===== config.mk =====
export PLATFORM = sky130hd
export DESIGN_NAME = imem_boot_loader_flat
export DESIGN_NICKNAME = d
export VERILOG_FILES = /design/src/rtl/imem_boot_loader_if.sv /design/src/rtl/imem_boot_loader.sv /design/src/flat_wrapper.sv
export SDC_FILE = /design/constraint.sdc
export NUM_CORES = 1
export LEC_CHECK = 0
export CAP_MARGIN = 15
export CORE_ASPECT_RATIO = 1.25
export CORE_MARGIN = 8
export CORE_UTILIZATION = 50
export DETAILED_ROUTE_END_ITERATION = 8
export PLACE_DENSITY = 0.79
export SLEW_MARGIN = 0
export SYNTH_ARGS = -nofsm -noshare
export SYNTH_HDL_FRONTEND = slang
export SYNTH_SLANG_ARGS = --single-unit
export TNS_END_PERCENT = 20

===== constraint.sdc =====
create_clock -name clk -period 3.65 [get_ports clk]
set_clock_uncertainty 0.1 [all_clocks]
set_input_delay 1.095 -clock clk [delete_from_list [all_inputs] [get_ports clk]]
set_output_delay 1.095 -clock clk [all_outputs]
set_load 0.05 [all_outputs]

===== src/rtl/imem_boot_loader_if.sv =====
// Word-stream plus byte-write bus shared by the boot loader and its host/memory.
// Ports: in_valid/in_data/in_ready form the word stream; mem_we/mem_addr/mem_wdata form the byte write port.
// The slave modport is the loader's view; the master modport is the host/memory side.
interface imem_boot_loader_if #(
  parameter int ADDR_W = 8
);
  logic              in_valid;
  logic [31:0]       in_data;
  logic              in_ready;
  logic              mem_we;
  logic [ADDR_W-1:0] mem_addr;
  logic [7:0]        mem_wdata;

  modport slave (
    input  in_valid, in_data,
    output in_ready, mem_we, mem_addr, mem_wdata
  );

  modport master (
    output in_valid, in_data,
    input  in_ready, mem_we, mem_addr, mem_wdata
  );
endinterface


===== src/rtl/imem_boot_loader.sv =====
// Purpose: loads NUM_WORDS instruction words into byte-wide imem, holding the core in reset until done.
// Latency: word accepted at edge k -> byte writes on cycles k+1..k+4; next in_ready (or done) on k+5.
// Backpressure: in_ready only in WAIT_WORD, so at most one word per 5 cycles; in_valid is ignored otherwise.
// Ports: clk, rst (async active-low), start pulse, bus (word stream in, byte write out),
//        core_rst_n / busy / done status, word_count = words accepted in the current load.
module imem_boot_loader #(
  parameter int NUM_WORDS = 22,
  parameter int ADDR_W    = 8,
  parameter int WCNT_W    = 5
) (
  input  logic              clk,
  input  logic              rst,
  input  logic              start,
  imem_boot_loader_if.slave bus,
  output logic              core_rst_n,
  output logic              busy,
  output logic              done,
  output logic [WCNT_W-1:0] word_count
);

  if (NUM_WORDS < 1) begin : g_chk_num_words
    $error("imem_boot_loader: NUM_WORDS must be at least 1");
  end
  if ((2 ** ADDR_W) < (4 * NUM_WORDS)) begin : g_chk_addr_w
    $error("imem_boot_loader: ADDR_W too small for 4*NUM_WORDS bytes");
  end
  if ((2 ** WCNT_W) <= NUM_WORDS) begin : g_chk_wcnt_w
    $error("imem_boot_loader: WCNT_W cannot hold NUM_WORDS");
  end

  typedef enum logic [1:0] {
    IDLE,
    WAIT_WORD,
    WRITE,
    DONE
  } state_t;

  state_t            state;
  logic [1:0]        byte_idx;
  logic [31:0]       word_reg;

  logic [1:0]        idx_inc;
  logic [WCNT_W-1:0] wc_inc;

  assign idx_inc = byte_idx + 2'd1;
  assign wc_inc  = word_count + 1'b1;

  // Outputs are registered alongside the state: each transition loads the
  // output values that belong to the state being entered. While in WRITE the
  // address/data for the *next* byte are precomputed from idx_inc.
  always_ff @(posedge clk or negedge rst) begin
    if (!rst) begin
      state         <= IDLE;
      word_count    <= '0;
      byte_idx      <= '0;
      word_reg      <= '0;
      bus.in_ready  <= 1'b0;
      bus.mem_we    <= 1'b0;
      bus.mem_addr  <= '0;
      bus.mem_wdata <= '0;
      core_rst_n    <= 1'b0;
      busy          <= 1'b0;
      done          <= 1'b0;
    end else begin
      case (state)
        IDLE: begin
          if (start) begin
            state        <= WAIT_WORD;
            word_count   <= '0;
            bus.in_ready <= 1'b1;
            busy         <= 1'b1;
          end
        end

        WAIT_WORD: begin
          if (bus.in_valid && bus.in_ready) begin
            state         <= WRITE;
            word_reg      <= bus.in_data;
            byte_idx      <= 2'd0;
            bus.in_ready  <= 1'b0;
            bus.mem_we    <= 1'b1;
            bus.mem_addr  <= ADDR_W'({word_count, 2'b00});
            bus.mem_wdata <= bus.in_data[7:0];
          end
        end

        WRITE: begin
          byte_idx <= idx_inc;
          if (byte_idx == 2'd3) begin
            word_count    <= wc_inc;
            bus.mem_we    <= 1'b0;
            bus.mem_addr  <= '0;
            bus.mem_wdata <= '0;
            if (wc_inc == WCNT_W'(NUM_WORDS)) begin
              state      <= DONE;
              busy       <= 1'b0;
              done       <= 1'b1;
              core_rst_n <= 1'b1;
            end else begin
              state        <= WAIT_WORD;
              bus.in_ready <= 1'b1;
            end
          end else begin
            bus.mem_addr  <= ADDR_W'({word_count, idx_inc});
            bus.mem_wdata <= word_reg[{idx_inc, 3'b000} +: 8];
          end
        end

        DONE: begin
          // Restart is a full reload: core goes back into reset first.
          if (start) begin
            state        <= WAIT_WORD;
            word_count   <= '0;
            bus.in_ready <= 1'b1;
            busy         <= 1'b1;
            done         <= 1'b0;
            core_rst_n   <= 1'b0;
          end
        end

        default: state <= IDLE;
      endcase
    end
  end

endmodule


===== src/flat_wrapper.sv =====
// flat-port wrapper written by rule: the top's interface ports become plain ports
module imem_boot_loader_flat 
#(
  parameter int NUM_WORDS = 22,
  parameter int ADDR_W    = 8,
  parameter int WCNT_W    = 5
)
  (clk, rst, start, core_rst_n, busy, done, word_count, bus_in_valid, bus_in_data, bus_in_ready, bus_mem_we, bus_mem_addr, bus_mem_wdata);
  imem_boot_loader_if #(.ADDR_W(ADDR_W)) bus_i ();
  input  logic clk;
  input  logic rst;
  input  logic start;
  output logic core_rst_n;
  output logic busy;
  output logic done;
  output logic [WCNT_W-1:0] word_count;
  input wire logic [$bits(bus_i.in_valid)-1:0] bus_in_valid;
  input wire logic [$bits(bus_i.in_data)-1:0] bus_in_data;
  output wire logic [$bits(bus_i.in_ready)-1:0] bus_in_ready;
  output wire logic [$bits(bus_i.mem_we)-1:0] bus_mem_we;
  output wire logic [$bits(bus_i.mem_addr)-1:0] bus_mem_addr;
  output wire logic [$bits(bus_i.mem_wdata)-1:0] bus_mem_wdata;
  assign bus_i.in_valid = bus_in_valid;
  assign bus_i.in_data = bus_in_data;
  assign bus_in_ready = bus_i.in_ready;
  assign bus_mem_we = bus_i.mem_we;
  assign bus_mem_addr = bus_i.mem_addr;
  assign bus_mem_wdata = bus_i.mem_wdata;
  imem_boot_loader #(.NUM_WORDS(NUM_WORDS), .ADDR_W(ADDR_W), .WCNT_W(WCNT_W)) u_core (.clk(clk), .rst(rst), .start(start), .bus(bus_i), .core_rst_n(core_rst_n), .busy(busy), .done(done), .word_count(word_count));
endmodule

# Word level (Yosys, flattened, before mapping)
# Index checks and enable logic that the tools add are counted.
dict set report totals {
  reg_bits 61
  latchBits 0
  ramBits 0
  romBits 0
  input_bits 36
  output_inout_bits 26
  wordCells 69
  n_memories 0
}
dict set report classes {
  n_addsub 2
  multipliers 0
  div_mod_pow 0
  magnitude_cmp 0
  n_eq_ne 11
  shifts 1
  muxes 31
  n_bitwise 0
  reduce_logical 14
}
# operator count
set ops {}
lappend ops {{$pmux W8 S2} 2}
lappend ops {{$shiftx A32 B6 Y8} 1}
lappend ops {{$mux W8} 3}
lappend ops {{$reduce_and A4 Y1} 3}
lappend ops {{$mux W1} 11}
lappend ops {{$mux W2} 5}
lappend ops {{$mux W5} 2}
lappend ops {{$pmux W5 S2} 1}
lappend ops {{$reduce_and A3 Y1} 3}
lappend ops {{$ne A2 B1 Y1 const B} 4}
lappend ops {{$mux W7} 1}
lappend ops {{$eq A2 B2 Y1 const B} 3}
lappend ops {{$pmux W1 S2} 3}
lappend ops {{$pmux W2 S3} 1}
lappend ops {{$reduce_bool A2 Y1} 3}
lappend ops {{$add A5 B1 Y5 const B} 1}
lappend ops {{$eq A5 B5 Y1 const B} 1}
lappend ops {{$ne A2 B2 Y1 const B} 2}
lappend ops {{$pmux W2 S2} 1}
lappend ops {{$reduce_and A2 Y1} 2}
lappend ops {{$pmux W1 S3} 1}
lappend ops {{$add A2 B1 Y2 const B} 1}
lappend ops {{$eq A2 B1 Y1 const B} 1}
lappend ops {{$logic_not A2 Y1} 1}
lappend ops {{other kinds (2)} 2}

# Depth between registers and ports, before layout
# Gate-level depths: netlist of run 1.
dict set report logic_depth {
  ltp_word 5
  ltp_mapped 8
  mapped_depth_nobuf 6
}

# Worst setup path before layout of run 1
# OpenSTA, ideal clock, no wires.
dict set report synth_path {
  path_kind {input -> register}
  from {in bus_in_valid}
  to {reg u_core.word_reg[0]}
  setup_time_ns 0.125
  arrival_ns 1.959
  t_required_ns 3.425
  slack_ns 1.466
  cell_stages 4
  n_path_buf 2
  path_cell_list {and3_1 > buf_2 > buf_2 > mux2_2}
}
dict set report synth_between {
  elab_chain_cells 2
}
# item line_no
set synth_rtl {}
lappend synth_rtl {{start, declared} flat_wrapper.sv:17} ;# input wire logic [$bits(bus_i.in_valid)-1:0] bus_in_valid;
lappend synth_rtl {{$logic_and A1 B1 Y1} imem_boot_loader.sv:76} ;# if (bus.in_valid && bus.in_ready) begin
lappend synth_rtl {{$reduce_and A2 Y1 (no line)} -}
lappend synth_rtl {{end signal, assigned} imem_boot_loader.sv:78} ;# word_reg <= bus.in_data;
lappend synth_rtl {{end, declared} imem_boot_loader.sv:40} ;# logic [31:0] word_reg;
# No other way between the ends.
# A chain may end at the register's enable or synchronous reset.

# Worst setup path after layout of run 1
dict set report layout_path {
  from {reg u_core.word_count[3]}
  to {out word_count[3]}
}
# item line_no
set layout_rtl {}
lappend layout_rtl {{start, declared} imem_boot_loader.sv:18} ;# output logic [WCNT_W-1:0] word_count
lappend layout_rtl {{start signal, assigned} imem_boot_loader.sv:90} ;# word_count <= wc_inc;
lappend layout_rtl {{end, declared} flat_wrapper.sv:16} ;# output logic [WCNT_W-1:0] word_count;
# No word-level cell between the ends.

==> flow_metrics.py, run 1 <==
metrics = {
    "run_status": {
        "run_status": "completed",
    },
    "synth": {
        "yosys.area.top_type_share_pct": 53.5,
        "syn-instance-count": 222,
        "synth_seq_cells": 60,
        "yosysTopAreaCell": "dfrtp_1",
        "synth_area_leaders": "dfrtp_1 54%, mux2_2 13%, mux4_2 4.8%, ha_1 3.1%, nand2_1 2.7%",
        "avgSynthCellArea_um2": 12.6,
        "synth-edff-count": 0,
        "yosysSeqAreaShare_pct": 53.5,
        "async_flop_share_pct": 100,
        "synth_cell_types": 41,
        "synthFlopType": "dfrtp_1",
        "yosys_warnings": 0,
        "synth_area_um2": 2810,
        "syn-num-nets": 265,
    },
    "sta": {
        "finalCritPeriodShare_pct": 78.6,
        "final_max_slew_viol_count": 0,
        "setup_viol": 0,
        "finalSetupTns_ps": 0,
        "grt_setup_unrepaired": "no",
        "fmax_mhz": 348,
        "period_needed_ps": 2870,
        "worst_slew_pin_slew_ps": 829,
        "max_slew_margin_pct": 44.7,
        "final_hold_viol_count": 0,
    },
    "clock_tree": {
        "cts_resized": 0,
        "clkTransAtPathRegs_ps": 60,
        "post_cts.repair.setup_buffers": 0,
        "cts.path.max_buffers": 2,
        "clkLatencyLatePin_ps": 340,
        "cts_made_buffers": 9,
        "cts_tree": "built",
        "cts.sinks": 60,
        "clock-root-buffer": "clkbuf_8",
        "htree_levels": 3,
        "cts_hold_buf": 0,
    },
    "floorplan": {
        "ioPinCount": 62,
        "start_util_pct": 51.5,
        "core-area_um2": 5440,
        "row_count": 30,
        "dieArea_um2": 8280,
        "die_x_um": 83.0,
        "die_y_um": 99.7,
    },
    "worst_setup_path": {
        "r2r-start": "u_core.byte_idx[0]",
        "cp_top_family": "buffers and inverters",
        "crit_slowest_cell": "clkdlybuf4s50_1",
        "required_ps": 2450,
        "regToRegEndpoint": "u_core.word_count[0]",
        "cp_max_fo": 6,
        "rrSetupSlack_ps": 1360,
        "crit_buf_inv": 1,
        "crit_chain": "clkdlybuf4s50_1",
        "worst-path-stages": 1,
        "critPathMaxStageDelay_ps": 860,
        "path_class": "reg -> out",
        "endpoint_kind": "output pin",
        "cp-start-kind": "flip-flop",
        "rr_worst_depth": 4,
        "arrival_ps": 1680,
        "critPathCapture": "word_count[3]",
        "startpoint": "u_core.word_count[3]",
    },
    "placement": {
        "gp_congestion": 0.803,
        "dp_hpwl_um": 4210,
        "port-buffer-count": 60,
        "placed_area_um2": 3430,
        "dpl.cell_count": 336,
    },
    "grt": {
        "grt-ovfl-total": 0,
        "grt_pass1_wl_um": 9980,
        "grt_max_degree": 61,
        "grt_pass1_vias": 2083,
        "grtUsageTotal_pct": 15.0,
        "grt_antenna_before_repair": 0,
    },
    "power": {
        "p_switching_uw": 1410,
        "p_sw_share_pct": 41.0,
        "internal_power_uw": 2030,
        "pwr-share-seq_pct": 35.0,
        "p_leak_uw": 0.00156,
        "p_total_uw": 3450,
        "power_frac_comb_pct": 49.0,
        "clkPwrFrac_pct": 16.0,
        "power_density_nw_per_um2": 955,
        "vdd_drop_max_mv": 0.479,
    },
    "detailed_routing": {
        "viasPerCell": 5.59,
        "drt_first_pass_iters": 4,
        "routed_wl_um": 6000,
        "ant_nets": 0,
        "wl_per_cell_um": 17.0,
        "num_vias": 1968,
        "drc_errors": 0,
        "drtIter0Drc": 83,
    },
    "layout": {
        "area_delta_synth_final_pct": 28.6,
        "largest_reg_flops": 32,
        "antenna-diode-count": 0,
        "final_cell_area_um2": 3610,
        "finalNonFillerCells": 352,
        "drive_gt1_share_pct": 20.5,
        "nNetsFinal": 326,
    },
    "worst_hold_path": {
        "min_path_type": "reg -> reg",
    },
    "run": {
        "timing.max_cap.violations": 0,
    },
}
-- worst min-delay path by stage --
stage                                   to  slack [ps]                    from  cells past startpoint
CTS                 u_core.bus.mem_addr[4]         370  u_core.bus.mem_addr[4]                      2
detailed placement  u_core.bus.mem_addr[4]         350  u_core.bus.mem_addr[4]                      2
global route        u_core.bus.mem_addr[4]         390  u_core.bus.mem_addr[4]                      2
finish              u_core.bus.mem_addr[3]         370  u_core.bus.mem_addr[3]                      2
floorplan               u_core.byte_idx[1]         370      u_core.byte_idx[1]                      1
global placement    u_core.bus.mem_addr[3]         350  u_core.bus.mem_addr[3]                      2
-- power by group through the flow --
| stage | sequential (uW) | clock (uW) | combinational, uW |
|---|---|---|---|
| floorplan | 1530 | 0 | 914 |
| global placement | 1210 | 0 | 1670 |
| detailed placement | 1220 | 0 | 1710 |
| CTS | 1210 | 556 | 1710 |
| global route | 1250 | 593 | 1820 |
| finish | 1210 | 550 | 1690 |
-- cells by family (layout without fill, tap and decap cells) --
| family | Yosys count | count (layout) | synth area share (%) |
|---|---|---|---|
| flops | 60 | 60 | 53.5 |
| other cells | 1 | 1 | 0.134 |
| compound gates | 31 | 31 | 8.25 |
| simple gates | 56 | 56 | 9.10 |
| mux | 44 | 44 | 21.0 |
| fa+ha+maj | 7 | 7 | 3.12 |
| buf+inv | 20 | 86 | 3.66 |
| xor+xnor | 3 | 3 | 1.20 |
-- per-stage QoR --
stage | util, % | setup WS, ps | hold slack, ps
3_3_place_gp | 63.0 | 847 | 349
2_1_floorplan | - | 1470 | 370
6_report | 66.3 | 780 | 365
5_1_grt | 66.3 | 746 | 388
3_5_place_dp | 63.0 | 813 | 355
4_1_cts | 66.3 | 770 | 369
-- metal layers --
metal / track usage, % / part of all wire, % / vias up
met5: 0 / 0 / -
met1: 16.7 / 41 / 967
li1: - / - / 927
met4: 8.67 / 2.0 / 0
met3: 4.66 / 5.5 / 13
met2: 24.8 / 51 / 61
-- layout make-up --
class | instances | area [um2]
Timing Repair Buffer | 63 | 618
Multi-Input combinational cell | 142 | 1200
Clock buffer | 15 | 176
Fill cell | 431 | 1830
Inverter | 7 | 26.3
Tap cell | 64 | 80.1
Sequential cell | 60 | 1500
Clock inverter | 1 | 5.00
-- synthesized netlist by cell type (all sizes together) (2+ instances only) --
cell,n
a22o,2
nor2,16
dfrtp,60
o21ai,8
a32o,2
o31ai,2
a221oi,8
clkbuf,2
and3,2
nand3,7
mux4,8
nor4,2
buf,11
nand2,20
xor2,2
nor3,3
inv,6
mux2i,3
mux2,33
a31oi,2
ha,7
nor2b,2
-- cell usage in the layout, fill, tap and decap left out, types with 5 or more instances in the layout --
cell	instances
nor2_1	16
dfrtp_1	60
nand2_1	20
ha_1	7
mux4_2	6
inv_1	6
a221oi_1	8
clkbuf_8	12
mux2_2	33
o21ai_0	5
nand3_1	7
clkdlybuf4s50_1	59
(Power assumes the default switching activity.)
==> inputs of run 2 (changes only) <==
==> constraint.sdc (replaced) <==
create_clock -name clk -period 2.8 [get_ports clk]
set_clock_uncertainty 0.1 [all_clocks]
set_input_delay 0.84 -clock clk [delete_from_list [all_inputs] [get_ports clk]]
set_output_delay 0.84 -clock clk [all_outputs]
set_load 0.05 [all_outputs]
==> run 2 against run 1 <==
Non-clock buffer count is 6 higher. Highest routed layer unchanged. Clock power up 56%. Routed wire length increased by 7.1%. Final cell count up 1.7%. First-iteration DRC count is 24% higher.
==> flow_metrics.py, run 2 (synthesis gave the netlist of run 1 again) <==
metrics = {
    "worst_setup_path": {
        "cp-start-kind": "flip-flop",
        "crit_slowest_cell": "clkdlybuf4s50_1",
        "cp_top_family": "buffers and inverters",
        "required_ps": 1860,
        "arrival_ps": 1700,
        "crit_chain": "clkdlybuf4s50_1",
        "endpoint_kind": "output pin",
        "cp_max_fo": 6,
        "path_class": "reg -> out",
        "critPathMaxStageDelay_ps": 860,
        "crit_buf_inv": 1,
    },
    "detailed_routing": {
        "ant_nets": 0,
        "drt_first_pass_iters": 4,
        "num_vias": 2060,
        "drtIter0Drc": 103,
        "wl_per_cell_um": 17.9,
        "viasPerCell": 5.75,
        "routed_wl_um": 6430,
        "drc_errors": 0,
    },
    "clock_tree": {
        "cts_made_buffers": 9,
        "cts.path.max_buffers": 2,
        "cts_hold_buf": 0,
        "post_cts.repair.setup_buffers": 0,
        "cts_resized": 0,
        "htree_levels": 3,
        "cts.sinks": 60,
        "cts_tree": "built",
        "clock-root-buffer": "clkbuf_8",
        "clkTransAtPathRegs_ps": 70,
        "clkLatencyLatePin_ps": 340,
    },
    "sta": {
        "grt_setup_unrepaired": "no",
        "worst_slew_pin_slew_ps": 781,
        "finalCritPeriodShare_pct": 94.2,
        "period_needed_ps": 2640,
        "finalSetupTns_ps": 0,
        "setup_viol": 0,
        "final_hold_viol_count": 0,
        "fin_hold_ws_ps": 370,
        "fmax_mhz": 379,
        "max_slew_margin_pct": 47.9,
        "final_max_slew_viol_count": 0,
    },
    "power": {
        "p_leak_uw": 0.00161,
        "vdd_drop_max_mv": 0.622,
        "power_density_nw_per_um2": 1280,
        "p_total_uw": 4710,
    },
    "layout": {
        "area_delta_synth_final_pct": 31.5,
        "seqCellArea_um2": 1500,
        "drive_gt1_share_pct": 22.8,
        "final_cell_area_um2": 3690,
        "fillCellCount": 412,
        "final_common_cell": "dfrtp_1",
        "post-route-util_pct": 67.8,
        "multi_input_area_um2": 1200,
        "antenna-diode-count": 0,
        "largest_reg_flops": 32,
        "final_cell_mix": "60 x dfrtp_1, 59 x clkdlybuf4s50_1, 33 x mux2_2",
        "nNetsFinal": 332,
    },
    "placement": {
        "port-buffer-count": 60,
        "dp_hpwl_um": 4580,
        "gp_congestion": 0.832,
        "placed_area_um2": 3470,
    },
    "floorplan": {
        "die_x_um": 83.0,
        "die_y_um": 99.7,
        "start_util_pct": 51.5,
        "ioPinCount": 62,
        "core-area_um2": 5440,
        "dieArea_um2": 8280,
        "row_count": 30,
    },
    "grt": {
        "grtUsageTotal_pct": 16.2,
        "grt-ovfl-total": 0,
        "grt_max_degree": 33,
        "grt_pass1_vias": 2193,
        "grt_pass1_wl_um": 10800,
        "grt_antenna_before_repair": 0,
    },
    "run_status": {
        "run_status": "completed",
    },
    "worst_hold_path": {
        "min_path_type": "reg -> reg",
    },
    "run": {
        "timing.max_cap.violations": 0,
    },
}
==> run 2: changes by cell type in the layout (fill, tap and decap cells not counted) <==
cell       previous run  this run
clkbuf_8             12        10
clkinv_2              1         3
buf_4                 3         9
clkbuf_1              3         1
bufinv_16             0         2
==> run 2: per-stage QoR <==
stage	setup slack, ps	instances
after floorplan	871	222
after global placement	326	342
after detailed placement	230	342
after CTS	154	358
after global routing	100	358
final	162	358
==> run 2: power by group <==
part	leakage (uW)	total, uW	switching (uW)	internal (uW)
Combinational	0.000780	2290	1280	1010
Sequential	0.000720	1560	276	1280
Clock	0.000113	856	335	521
==> run 2: worst paths after layout <==
check	start	to	slack, ps	cells past startpoint
hold reg to reg	u_core.bus.mem_addr[3]	u_core.bus.mem_addr[3]	370	2
setup / recovery	u_core.word_count[3]	word_count[3]	160	1
setup reg to reg	u_core.state[0]	u_core.word_count[0]	780	5
hold / removal	u_core.bus.mem_addr[3]	u_core.bus.mem_addr[3]	370	2
min in group asynchronous	rst	u_core.done	410	2
max in group asynchronous	rst	u_core.word_reg[12]	1870	2
==> run 2: metal layers <==
layer,up-vias,wire length [um],GRT usage (%)
met4,0,114,5.96
met2,66,3340,26.7
li1,941,-,-
met3,8,391,5.81
met1,1045,2580,18.7
met5,-,0,0
==> run 2: cell type report <==
type,instances,share of cell area (%)
clock buffer,11,3.83
timing repair buffer,69,18.0
clock inverter,5,2.04
inverter,7,0.712
multi-input combinational,142,32.6
sequential,60,40.7
tap,64,2.17
==> inputs of run 3 (changes only) <==
--- a/config.mk
+++ b/config.mk
@@ -7,9 +7,10 @@
 export LEC_CHECK = 0
 export CAP_MARGIN = 15
 export CORE_ASPECT_RATIO = 1.25
-export CORE_MARGIN = 8
+export CORE_MARGIN = 2
 export CORE_UTILIZATION = 50
 export DETAILED_ROUTE_END_ITERATION = 8
+export GPL_ROUTABILITY_DRIVEN = 0
 export PLACE_DENSITY = 0.79
 export SLEW_MARGIN = 0
 export SYNTH_ARGS = -nofsm -noshare
==> run 3 against run 2 <==
Non-clock buffer count is 3 lower. Sequential cell count unchanged. Cell area decreased by 0.81%. Critical path depth is the same. Final cell count decreased by 0.84%. Maximum frequency is 0.21% lower. Register-to-register slack worse by 170 ps. Utilization decreased by 0.085 points. Largest cell class unchanged.
==> flow_metrics.py, run 3 (synthesis gave the netlist of run 1 again) <==
metrics = {
    "clock_tree": {
        "clock-root-buffer": "clkbuf_8",
        "cts_made_buffers": 9,
        "clkTransAtPathRegs_ps": 70,
        "htree_levels": 3,
        "cts.path.max_buffers": 2,
        "cts.sinks": 60,
        "post_cts.repair.setup_buffers": 0,
        "cts_tree": "built",
        "clkLatencyLatePin_ps": 340,
        "cts_resized": 0,
        "cts_hold_buf": 0,
    },
    "detailed_routing": {
        "ant_nets": 0,
        "viasPerCell": 5.55,
        "drt_first_pass_iters": 4,
        "routed_wl_um": 5790,
        "drc_errors": 0,
        "drtIter0Drc": 82,
        "num_vias": 1970,
        "wl_per_cell_um": 16.3,
    },
    "layout": {
        "drive_gt1_share_pct": 21.6,
        "area_delta_synth_final_pct": 30.4,
        "largest_reg_flops": 32,
        "final_common_cell": "dfrtp_1",
        "antenna-diode-count": 0,
        "nNetsFinal": 329,
        "final_cell_mix": "60 x dfrtp_1, 59 x clkdlybuf4s50_1, 33 x mux2_2",
    },
    "sta": {
        "fmax_mhz": 378,
        "period_needed_ps": 2640,
        "worst_slew_pin_slew_ps": 732,
        "final_hold_viol_count": 0,
        "finalSetupTns_ps": 0,
        "max_slew_margin_pct": 51.2,
        "grt_setup_unrepaired": "no",
        "postLayoutSetupSlackWorst_ps": 157,
        "setup_viol": 0,
        "final_max_slew_viol_count": 0,
        "finalCritPeriodShare_pct": 94.4,
    },
    "worst_setup_path": {
        "cp_max_fo": 6,
        "crit_chain": "clkdlybuf4s50_1",
        "crit_slowest_cell": "clkdlybuf4s50_1",
        "arrival_ps": 1700,
        "path_class": "reg -> out",
        "crit_buf_inv": 1,
        "critPathMaxStageDelay_ps": 860,
        "cp_top_family": "buffers and inverters",
        "required_ps": 1860,
        "cp-start-kind": "flip-flop",
        "endpoint_kind": "output pin",
    },
    "power": {
        "p_leak_uw": 0.00158,
        "power_density_nw_per_um2": 1250,
        "vdd_drop_max_mv": 0.623,
    },
    "floorplan": {
        "dieArea_um2": 6230,
        "die_x_um": 71.0,
        "row_count": 30,
        "die_y_um": 87.7,
        "core-area_um2": 5410,
        "ioPinCount": 62,
        "start_util_pct": 51.9,
    },
    "grt": {
        "grt_max_degree": 61,
        "grt_busiest_layer": "met2",
        "grt_pass1_wl_um": 9630,
        "use_met3_pct": 4.37,
        "grt-ovfl-total": 0,
        "grt_pass1_vias": 2018,
        "met1_usage_pct": 25.0,
        "grtUsageTotal_pct": 20.6,
        "use_met2_pct": 34.7,
        "grt_antenna_before_repair": 0,
    },
    "run": {
        "timing.max_cap.violations": 0,
    },
    "placement": {
        "dp_hpwl_um": 4150,
        "port-buffer-count": 60,
        "place_worst_setup_slack_ps": 231,
    },
    "worst_hold_path": {
        "min_path_type": "reg -> reg",
    },
    "run_status": {
        "run_status": "completed",
    },
}
## run 3: cell count changes in the layout (fill, tap and decap cells not counted)
| cell | delta |
|---|---|
| buf_4 | -5 |
| buf_12 | +2 |
| bufinv_16 | -1 |
| clkbuf_1 | +1 |
| clkbuf_8 | -1 |
| clkinvlp_4 | +1 |
## run 3: final cells by class
class                      instances  area [um2]
clock inverter                     5        52.6
clock buffer                      11         131
tap                               64        80.1
fill                             403        1750
timing repair buffer              66         666
multi-input combinational        142        1200
inverter                           7        26.3
sequential                        60        1500
## run 3: where the power goes
part,total [uW],leakage [uW],switching [uW],internal (uW)
clock,737,0.0000931,331,406
sequential,1560,0.000720,272,1280
combinational,2280,0.000772,1260,1010
total,4570,0.00158,1870,2700
## run 3: per-layer routing
| layer | vias up | routed length [um] |
|---|---|---|
| li1 | 935 | - |
| met1 | 986 | 2450 |
| met2 | 40 | 3040 |
| met3 | 9 | 188 |
| met4 | 0 | 113 |
| met5 | - | 0 |
## run 3: per-stage QoR
stage	cells	instance area, um2	power (uW)	utilization [%]	hold slack (ps)
detailed placement	339	3470	3860	64.3	363
global route	355	3660	4860	67.7	407
global placement	339	3470	3790	64.3	371
floorplan	222	2810	3180	-	370
CTS	355	3660	4610	67.7	379
finish	355	3660	4570	67.7	372
## run 3: worst paths after layout
path / startpoint / end / slack [ps] / cells past startpoint
worst max-delay path: u_core.word_count[3] / word_count[3] / 160 / 1
min in group asynchronous: rst / u_core.word_reg[16] / 390 / 2
worst min-delay path: u_core.bus.mem_addr[2] / u_core.bus.mem_addr[2] / 370 / 2
max in group asynchronous: rst / u_core.word_reg[25] / 1940 / 2
worst min register to register: u_core.bus.mem_addr[2] / u_core.bus.mem_addr[2] / 370 / 2
worst max register to register: u_core.state[0] / u_core.bus.in_ready / 610 / 7
